### src/rtl/cla_pkg.sv
// Shared constants, stage-count helper and per-stage control payload for the
// pipelined carry-lookahead adder.
package cla_pkg;

  localparam int GRP_W = 4;

  function automatic int stages(input int width, input int gps);
    return width / (GRP_W * gps);
  endfunction

  // Control that travels with each beat alongside its data words
  typedef struct packed {
    logic carry;
    logic sub;
  } stage_ctrl_t;

endpackage

### src/rtl/cla_pipe_adder_group.sv
// cla4_group: combinational 4-bit carry-lookahead group. Group P/G are
// exported so stage carries can be formed without waiting on the ripple.
module cla4_group
  import cla_pkg::*;
(
  input  logic [GRP_W-1:0] a,
  input  logic [GRP_W-1:0] b,
  input  logic             ci,
  output logic [GRP_W-1:0] s,
  output logic             co,
  output logic             pg,
  output logic             gg
);

  logic [GRP_W-1:0] g_s;
  logic [GRP_W-1:0] p_s;
  logic [GRP_W-1:0] c_s;

  // Bit generate/propagate, fully expanded lookahead carries and sums
  always_comb begin
    g_s    = a & b;
    p_s    = a ^ b;
    c_s[0] = ci;
    c_s[1] = g_s[0] | (p_s[0] & ci);
    c_s[2] = g_s[1] | (p_s[1] & g_s[0]) | (p_s[1] & p_s[0] & ci);
    c_s[3] = g_s[2] | (p_s[2] & g_s[1]) | (p_s[2] & p_s[1] & g_s[0])
           | (p_s[2] & p_s[1] & p_s[0] & ci);
    gg     = g_s[3] | (p_s[3] & g_s[2]) | (p_s[3] & p_s[2] & g_s[1])
           | (p_s[3] & p_s[2] & p_s[1] & g_s[0]);
    pg     = &p_s;
    co     = gg | (pg & ci);
    s      = p_s ^ c_s;
  end

endmodule

### src/rtl/cla_pipe_adder.sv
// Pipelined carry-lookahead adder: one GPS-group slice per stage, valid/ready
// back-pressure. Define CLA_PIPE_SUB_EN to add a per-beat subtract input.
module cla_pipe_adder
  import cla_pkg::*;
#(
  parameter int WIDTH = 32,
  parameter int GPS   = 2
) (
  input  logic             clk,
  input  logic             rst_n,
  input  logic             in_valid,
  output logic             in_ready,
  input  logic [WIDTH-1:0] a,
  input  logic [WIDTH-1:0] b,
  input  logic             cin,
`ifdef CLA_PIPE_SUB_EN
  input  logic             sub,
`endif
  output logic             out_valid,
  input  logic             out_ready,
  output logic [WIDTH-1:0] sum,
  output logic             cout,
  output logic             ovf
);

  localparam int SW     = GRP_W * GPS;
  localparam int STAGES = stages(WIDTH, GPS);

  logic sub_s;
`ifdef CLA_PIPE_SUB_EN
  assign sub_s = sub;
`else
  assign sub_s = 1'b0;
`endif

  logic [STAGES-1:0] vld_q, vld_d, vin_s, ld_s;
  logic [STAGES:0]   en_s;

  logic [WIDTH-1:0]  a_q   [STAGES];
  logic [WIDTH-1:0]  a_d   [STAGES];
  logic [WIDTH-1:0]  b_q   [STAGES];
  logic [WIDTH-1:0]  b_d   [STAGES];
  logic [WIDTH-1:0]  sum_q [STAGES];
  logic [WIDTH-1:0]  sum_d [STAGES];
  stage_ctrl_t       ctrl_q [STAGES];
  stage_ctrl_t       ctrl_d [STAGES];
  logic              ovf_q, ovf_d;

  logic [WIDTH-1:0]  a_src_s   [STAGES];
  logic [WIDTH-1:0]  b_src_s   [STAGES];
  logic [WIDTH-1:0]  sum_src_s [STAGES];
  logic              ci_src_s  [STAGES];
  logic              sub_src_s [STAGES];
  logic [SW-1:0]     bx_s      [STAGES];

  logic [GRP_W-1:0]  grp_sum_s [STAGES][GPS];
  logic              grp_ci_s  [STAGES][GPS];
  logic              grp_co_s  [STAGES][GPS];
  logic              grp_p_s   [STAGES][GPS];
  logic              grp_g_s   [STAGES][GPS];

  // Operands seen by each stage: the input port for stage 0, the upstream register otherwise
  always_comb begin
    a_src_s[0]   = a;
    b_src_s[0]   = b;
    sum_src_s[0] = '0;
    ci_src_s[0]  = cin | sub_s;
    sub_src_s[0] = sub_s;
    for (int k = 1; k < STAGES; k++) begin
      a_src_s[k]   = a_q[k-1];
      b_src_s[k]   = b_q[k-1];
      sum_src_s[k] = sum_q[k-1];
      ci_src_s[k]  = ctrl_q[k-1].carry;
      sub_src_s[k] = ctrl_q[k-1].sub;
    end
    for (int k = 0; k < STAGES; k++) begin
      bx_s[k] = b_src_s[k][k*SW +: SW] ^ {SW{sub_src_s[k]}};
    end
  end

  for (genvar k = 0; k < STAGES; k++) begin : g_stage
    for (genvar j = 0; j < GPS; j++) begin : g_grp
      cla4_group u_grp (
        .a  (a_src_s[k][k*SW + j*GRP_W +: GRP_W]),
        .b  (bx_s[k][j*GRP_W +: GRP_W]),
        .ci (grp_ci_s[k][j]),
        .s  (grp_sum_s[k][j]),
        .co (grp_co_s[k][j]),
        .pg (grp_p_s[k][j]),
        .gg (grp_g_s[k][j])
      );
    end
  end

  // Group-to-group carry ripple inside each stage, driven by group P/G
  always_comb begin
    logic c_v;
    for (int k = 0; k < STAGES; k++) begin
      c_v = ci_src_s[k];
      for (int j = 0; j < GPS; j++) begin
        grp_ci_s[k][j] = c_v;
        c_v = grp_g_s[k][j] | (grp_p_s[k][j] & c_v);
      end
    end
  end

  // Back-pressure chain: a stage may capture when empty or when its successor moves
  always_comb begin
    en_s[STAGES] = out_ready;
    for (int k = STAGES - 1; k >= 0; k--) begin
      en_s[k] = ~vld_q[k] | en_s[k+1];
    end
    vin_s[0] = in_valid;
    for (int k = 1; k < STAGES; k++) begin
      vin_s[k] = vld_q[k-1];
    end
    for (int k = 0; k < STAGES; k++) begin
      if (en_s[k]) begin
        vld_d[k] = vin_s[k];
      end else begin
        vld_d[k] = vld_q[k];
      end
      ld_s[k] = en_s[k] & vin_s[k];
    end
  end

  // Data registers only load with a real beat, so a stalled result stays put
  always_comb begin
    ovf_d = ovf_q;
    for (int k = 0; k < STAGES; k++) begin
      a_d[k]    = a_q[k];
      b_d[k]    = b_q[k];
      sum_d[k]  = sum_q[k];
      ctrl_d[k] = ctrl_q[k];
      if (ld_s[k]) begin
        a_d[k]   = a_src_s[k];
        b_d[k]   = b_src_s[k];
        sum_d[k] = sum_src_s[k];
        for (int j = 0; j < GPS; j++) begin
          sum_d[k][k*SW + j*GRP_W +: GRP_W] = grp_sum_s[k][j];
        end
        ctrl_d[k].carry = grp_co_s[k][GPS-1];
        ctrl_d[k].sub   = sub_src_s[k];
      end else begin
        ctrl_d[k] = ctrl_q[k];
      end
    end
    // Carry into the MSB is recovered from its sum bit and effective operands
    if (ld_s[STAGES-1]) begin
      ovf_d = grp_co_s[STAGES-1][GPS-1]
            ^ (grp_sum_s[STAGES-1][GPS-1][GRP_W-1]
               ^ a_src_s[STAGES-1][WIDTH-1]
               ^ bx_s[STAGES-1][SW-1]);
    end else begin
      ovf_d = ovf_q;
    end
  end

  // Pipeline state registers
  always_ff @(posedge clk or negedge rst_n) begin
    if (!rst_n) begin
      vld_q <= '0;
      ovf_q <= 1'b0;
      for (int k = 0; k < STAGES; k++) begin
        a_q[k]    <= '0;
        b_q[k]    <= '0;
        sum_q[k]  <= '0;
        ctrl_q[k] <= '0;
      end
    end else begin
      vld_q <= vld_d;
      ovf_q <= ovf_d;
      for (int k = 0; k < STAGES; k++) begin
        a_q[k]    <= a_d[k];
        b_q[k]    <= b_d[k];
        sum_q[k]  <= sum_d[k];
        ctrl_q[k] <= ctrl_d[k];
      end
    end
  end

  assign in_ready  = en_s[0];
  assign out_valid = vld_q[STAGES-1];
  assign sum       = sum_q[STAGES-1];
  assign cout      = ctrl_q[STAGES-1].carry;
  assign ovf       = ovf_q;

endmodule
### config.mk
export PLATFORM = sky130hd
export DESIGN_NAME = cla_pipe_adder
export DESIGN_NICKNAME = d
export VERILOG_FILES = /design/src/rtl/cla_pkg.sv /design/src/rtl/cla_pipe_adder_group.sv /design/src/rtl/cla_pipe_adder.sv
export SDC_FILE = /design/constraint.sdc
export NUM_CORES = 1
export LEC_CHECK = 0
export ABC_AREA = 1
export CAP_MARGIN = 20
export CORE_ASPECT_RATIO = 1.4
export CORE_MARGIN = 5
export CORE_UTILIZATION = 30
export CTS_CLUSTER_DIAMETER = 200
export DETAILED_ROUTE_END_ITERATION = 16
export PLACE_DENSITY_LB_ADDON = 0.08
export SLEW_MARGIN = 0
export SYNTH_ARGS = -nofsm -noshare
export SYNTH_HDL_FRONTEND = slang
export SYNTH_SLANG_ARGS = --single-unit
### constraint.sdc
create_clock -name clk -period 2 [get_ports clk]
set_input_delay 0.4 -clock clk [delete_from_list [all_inputs] [get_ports clk]]
set_output_delay 0.4 -clock clk [all_outputs]
set_load 0.05 [all_outputs]
**Word level (Yosys, flattened, before mapping)**

Cells that the tools add are included.

- Bitwise gates (word level): 239
- Reductions and logical operators: 8

Operators with widths:

| kind | number |
|---|---|
| $and A1 B1 Y1 | 124 |
| $or A1 B1 Y1 | 84 |
| $xor A4 B4 Y4 | 16 |
| $and A4 B4 Y4 | 8 |
| $reduce_and A4 Y1 | 8 |
| $not A1 Y1 | 4 |
| $xor A1 B1 Y1 | 3 |

- Word-level logic and storage cells: 266
- Bits in registers: 281

**Depth between registers and ports, before layout**

- Depth after elaboration: 12
- Depth in mapped cells: 13

**By module**

Synthesis repeated with hierarchy kept, for this count alone.

- Cells, all modules: 1,116
- Area, all modules: 9,108.7 µm²

By module, submodules not included:

| module | sequential area each (µm²) | instances | cells each | area each (µm²) |
|---|---|---|---|---|
| cla_pipe_adder | 4,629.4 | 1 | 840 | 7,482.2 |
| cla4_group (g_stage[1].g_grp[1].u_grp ...) | 0.0 | 5 | 33 | 197.7 |
| cla4_group (g_stage[0].g_grp[0].u_grp ...) | 0.0 | 3 | 37 | 212.7 |

**Worst setup path after synthesis**

OpenSTA, ideal clock, no wires.

- Path kind: reg2reg
- From: reg vld_q[3]
- To: reg sum_q[103] in the netlist's numbering
- Setup slack: 0.096 ns
- Cell stages (with the launch flop): 14
- Path buffers: 2
- Arrival time: 1.786 ns
- Data required time: 1.883 ns
- Period minus slack after synthesis: 1.904 ns
- Cells stage by stage: dfrtp_1 -> inv_1 -> nor2_2 -> inv_2 -> nor2_4 -> nand2_2 -> nor2_2 -> inv_2 -> nand2_8 -> inv_4 -> buf_6 -> buf_6 -> nand3_1 -> nand2_1

- Longest elaborated chain between the ends: 6

Ends and longest elaborated chain:

| item | line | source |
|---|---|---|
| from (decl) | cla_pipe_adder.sv:36 | `logic [STAGES-1:0] vld_q, vld_d, vin_s, ld_s;` |
| from (signal assigned) | cla_pipe_adder.sv:171 | `vld_q <= vld_d;` |
| $not A1 Y1 | cla_pipe_adder.sv:111 | `en_s[k] = ~vld_q[k] \| en_s[k+1];` |
| $or A1 B1 Y1 (4 in a row) | cla_pipe_adder.sv:111 |  |
| via in_ready | cla_pipe_adder.sv:12 | `output logic in_ready,` |
| $and A1 B1 Y1 | cla_pipe_adder.sv:123 | `ld_s[k] = en_s[k] & vin_s[k];` |
| to (signal, indexed assignment) | cla_pipe_adder.sv:176 | `sum_q[k] <= sum_d[k];` |
| to (decl) | cla_pipe_adder.sv:43 | `logic [WIDTH-1:0] sum_q [STAGES];` |

The timed path passes the listed nets, and every way through them passes these cells.
A chain may end at the register's enable or synchronous reset.

**Worst setup path in the final report**

- From: reg vld_q[3]
- To: out in_ready

- Longest elaborated chain between the ends: 5

Ends and longest elaborated chain:

| item | line |
|---|---|
| $not A1 Y1 | cla_pipe_adder.sv:111 |
| $or A1 B1 Y1 (4 in a row) | cla_pipe_adder.sv:111 |
| to (decl) | cla_pipe_adder.sv:12 |

Every way passes these cells.

==> flow_summary.ini <==
[outcome]
status = complete, no violations

[critical_path]
reg2reg_slack_ns = 0.13
crit_end = in_ready
crit_path_max_fanout = 3
path_class = reg -> out
cp_slowest_cell = dfrtp_1
start_kind = register
reg2reg_from = b_q[82]
arrival_ns = 1.56
cp.required_ns = 1.60
timing.rr.end = sum_q[53]
cp-end-kind = output pin
crit_chain = inv_2 -> nor2_4 -> inv_2 -> nor2_4 -> nand2_4 -> nor2_4 -> inv_4 -> buf_12
rr_worst_depth = 8
cp_slowest_stage_delay_ns = 0.37
startpoint = vld_q[3]
crit_path_frequent_cell = nor2_4

[power_and_ir_drop]
finalPower_w = 0.0156
power.density_nw_per_um2 = 1460
p_leak_nw = 5.32
ir_drop_mv = 0.631

[cells_and_area]
synthToLayoutAreaGrowth_pct = 26.7
fin_cells = 1429
design_area_um2 = 10700
final_layout_size_suffix_gt1_share_pct = 12.8
num-fill-cells = 2844
diodes = 0
final_nets = 1155

[worst_hold_path]
hp-class = reg -> reg

[drt]
drtAntennaViolNets = 0
firstDrtPassIters = 7
vias = 5921
vias_per_cell = 4.14
drt_iter0_drc = 254
drc_errors = 0
routedWlPerCell_um = 12.9
routed_wl_um = 18400

[cts]
numCtsBuffers = 17
cts_buffer_depth = 2
clock_tree.root_cell = clkbuf_16
cts.clk_slew.worst_paths_ns = 0.07
htreeDepth = 4
cts_sinks = 185
cts_tree = built
clkLatencyLatePin_ns = 0.43

[floorplan]
die_h_um = 208
start_util_pct = 30.5
num_rows = 72
die_area_um2 = 31600
die-width_um = 152
pin_count = 105
core_um2 = 27700

[synthesis]
syn_area_per_cell_um2 = 8.88
ys_seq_area_share_pct = 54.9
async_flop_share_pct = 100
syn-cell-area_um2 = 8440
ys_seq_elements = 185
synth_edf_count = 0
synth_cell_types = 33
synth_ff_type = dfrtp_1
synth_cells = 950
ys.warnings.count = 0
synth_fp_nets = 1059

[timing]
fin_skew_ns = 0.00838
hold_slack_ns = 0.471
fin_crit_sh_pct = 98.2
drv_slew = 0
fin_crit_ns = 1.96
relSlewSlack_pct = 63.8
rsz0062_at_grt = yes
hold_viol_final = 0
setup_violations = 0
worstMarginPinSlew_ns = 0.542
fmax_ghz = 0.509
layout_setup_ws_ns = 0.0361

[placement]
placed_cells = 1394
port_buffers = 104
gp_congestion = 0.747
hpwl_um = 13300
placed_area_um2 = 9850
preCtsSetupSlack_ns = -0.256

[grt]
antenna_found_initial = 1
track_usage_pct = 12.4
grt_max_degree = 68
grt_pass1_vias = 6139
grt_overflow = 0
grt_pass1_wl_um = 31300

[job]
maxCapViolCount = 0
-- worst min path at each step --
stage	to	cells after the start	startpoint	slack, ns
4_1_cts	b_q[107]	3	b[11]	0.48
6_report	sum[3]	2	sum[3]	0.47
2_1_floorplan	a_q[104]	0	rst_n	0.10
3_5_place_dp	b_q[119]	1	rst_n	0.37
3_3_place_gp	b_q[119]	1	rst_n	0.37
5_1_grt	b_q[109]	3	b[13]	0.49
-- worst max-delay path, delay by kind of cell, from the launching register on --
kind	cells	cell delay, ns
and+or+nand+nor	4	0.44
DFF	1	0.37
buffers and inverters	4	0.33
-- cells in the mapped netlist (4+ instances only) --
library cell	instances	share of area (%)
nand3_1	24	1.4
xor2_1	4	0.42
nor2_1	23	1.0
inv_1	75	3.3
clkbuf_1	14	0.62
fa_1	8	1.9
nand2_1	369	16
dfrtp_1	185	55
o21ai_1	22	1.3
nand4_1	10	0.74
a21oi_1	14	0.83
xnor2_1	8	0.83
ha_1	32	4.7
inv_2	4	0.18
o21ai_0	79	4.7
buf_2	18	1.1
a31oi_1	4	0.30
buf_4	32	2.8
-- per-stage QoR --
step                utilization (%)  TNS (ns)
floorplan                         -         0
global placement               35.6     -1.39
detailed placement             35.6     -1.94
CTS                            38.2         0
global route                   38.7   -0.0865
finish                         38.7         0
-- kinds of logic after synthesis --
kind of cell               count (synthesis)  share of synthesized area, %
AOI/OAI and AO/OA                        131                          8.25
xor gates and xnor gates                  12                          1.25
adders and majority gates                 40                          6.64
buffers and inverters                    147                          8.53
DFF                                      185                          54.9
and+or+nand+nor                          435                          20.5
-- layout by cell type (no fill, tap or decap), types with 2 or more instances in the layout --
| cell type | n |
|---|---|
| a21o_1 | 3 |
| a21oi_1 | 14 |
| a31oi_1 | 4 |
| buf_12 | 10 |
| buf_4 | 65 |
| bufinv_16 | 6 |
| clkbuf_16 | 17 |
| clkbuf_8 | 4 |
| clkdlybuf4s50_1 | 67 |
| clkinvlp_4 | 2 |
| dfrtp_1 | 185 |
| fa_1 | 6 |
| fa_2 | 2 |
| ha_1 | 25 |
| ha_4 | 7 |
| inv_1 | 73 |
| inv_2 | 5 |
| inv_4 | 2 |
| inv_6 | 3 |
| nand2_1 | 367 |
| nand2_2 | 2 |
| nand3_1 | 24 |
| nand4_1 | 10 |
| nor2_1 | 22 |
| nor2_4 | 3 |
| nor3_1 | 3 |
| o21ai_0 | 78 |
| o21ai_1 | 23 |
| o21ai_2 | 2 |
| o22ai_1 | 3 |
| xnor2_1 | 7 |
| xor2_1 | 4 |
-- routing by layer --
| metal | share of wire, % | vias to the layer above | global-route usage (%) |
|---|---|---|---|
| met5 | 0.060 | - | 0 |
| met4 | 1.3 | 2 | 4.28 |
| met3 | 4.9 | 16 | 3.48 |
| met2 | 43 | 90 | 18.0 |
| met1 | 51 | 2643 | 17.7 |
| li1 | - | 3170 | - |
-- state kept, by name, summed over array words and instances (netlist names) --
| name | cells |
|---|---|
| vld_q | 4 |
| sum | 32 |
| ovf | 1 |
| ci_src_s | 3 |
| cout | 1 |
| b_q | 48 |
| sum_q | 48 |
| a_q | 48 |
-- power breakdown --
part	switching, W	total, W	leakage, nW	internal, W
sequential	0.000762	0.00577	2.29	0.00500
clock	0.00149	0.00395	0.336	0.00247
combinational	0.00362	0.00585	2.69	0.00222
-- final cells by class --
class	instances	area, um2	share of cell area, %
multi-input cells	618	3210	30.0
clock buffers	20	467	4.37
flip-flops and latches	185	4630	43.3
inverters	80	305	2.86
repair buffers	144	1380	12.9
well taps	370	463	4.33
clock inverters	12	233	2.18
-- what timing repair did --
item	CTS	global route
endpoints found under the setup margin	2	7
hold endpoints to repair	40	0
buffers inserted	0	2
pin swaps	0	10
hold buffers	1	0
resized for setup	3	14
Power figures use the tool's default switching activity.
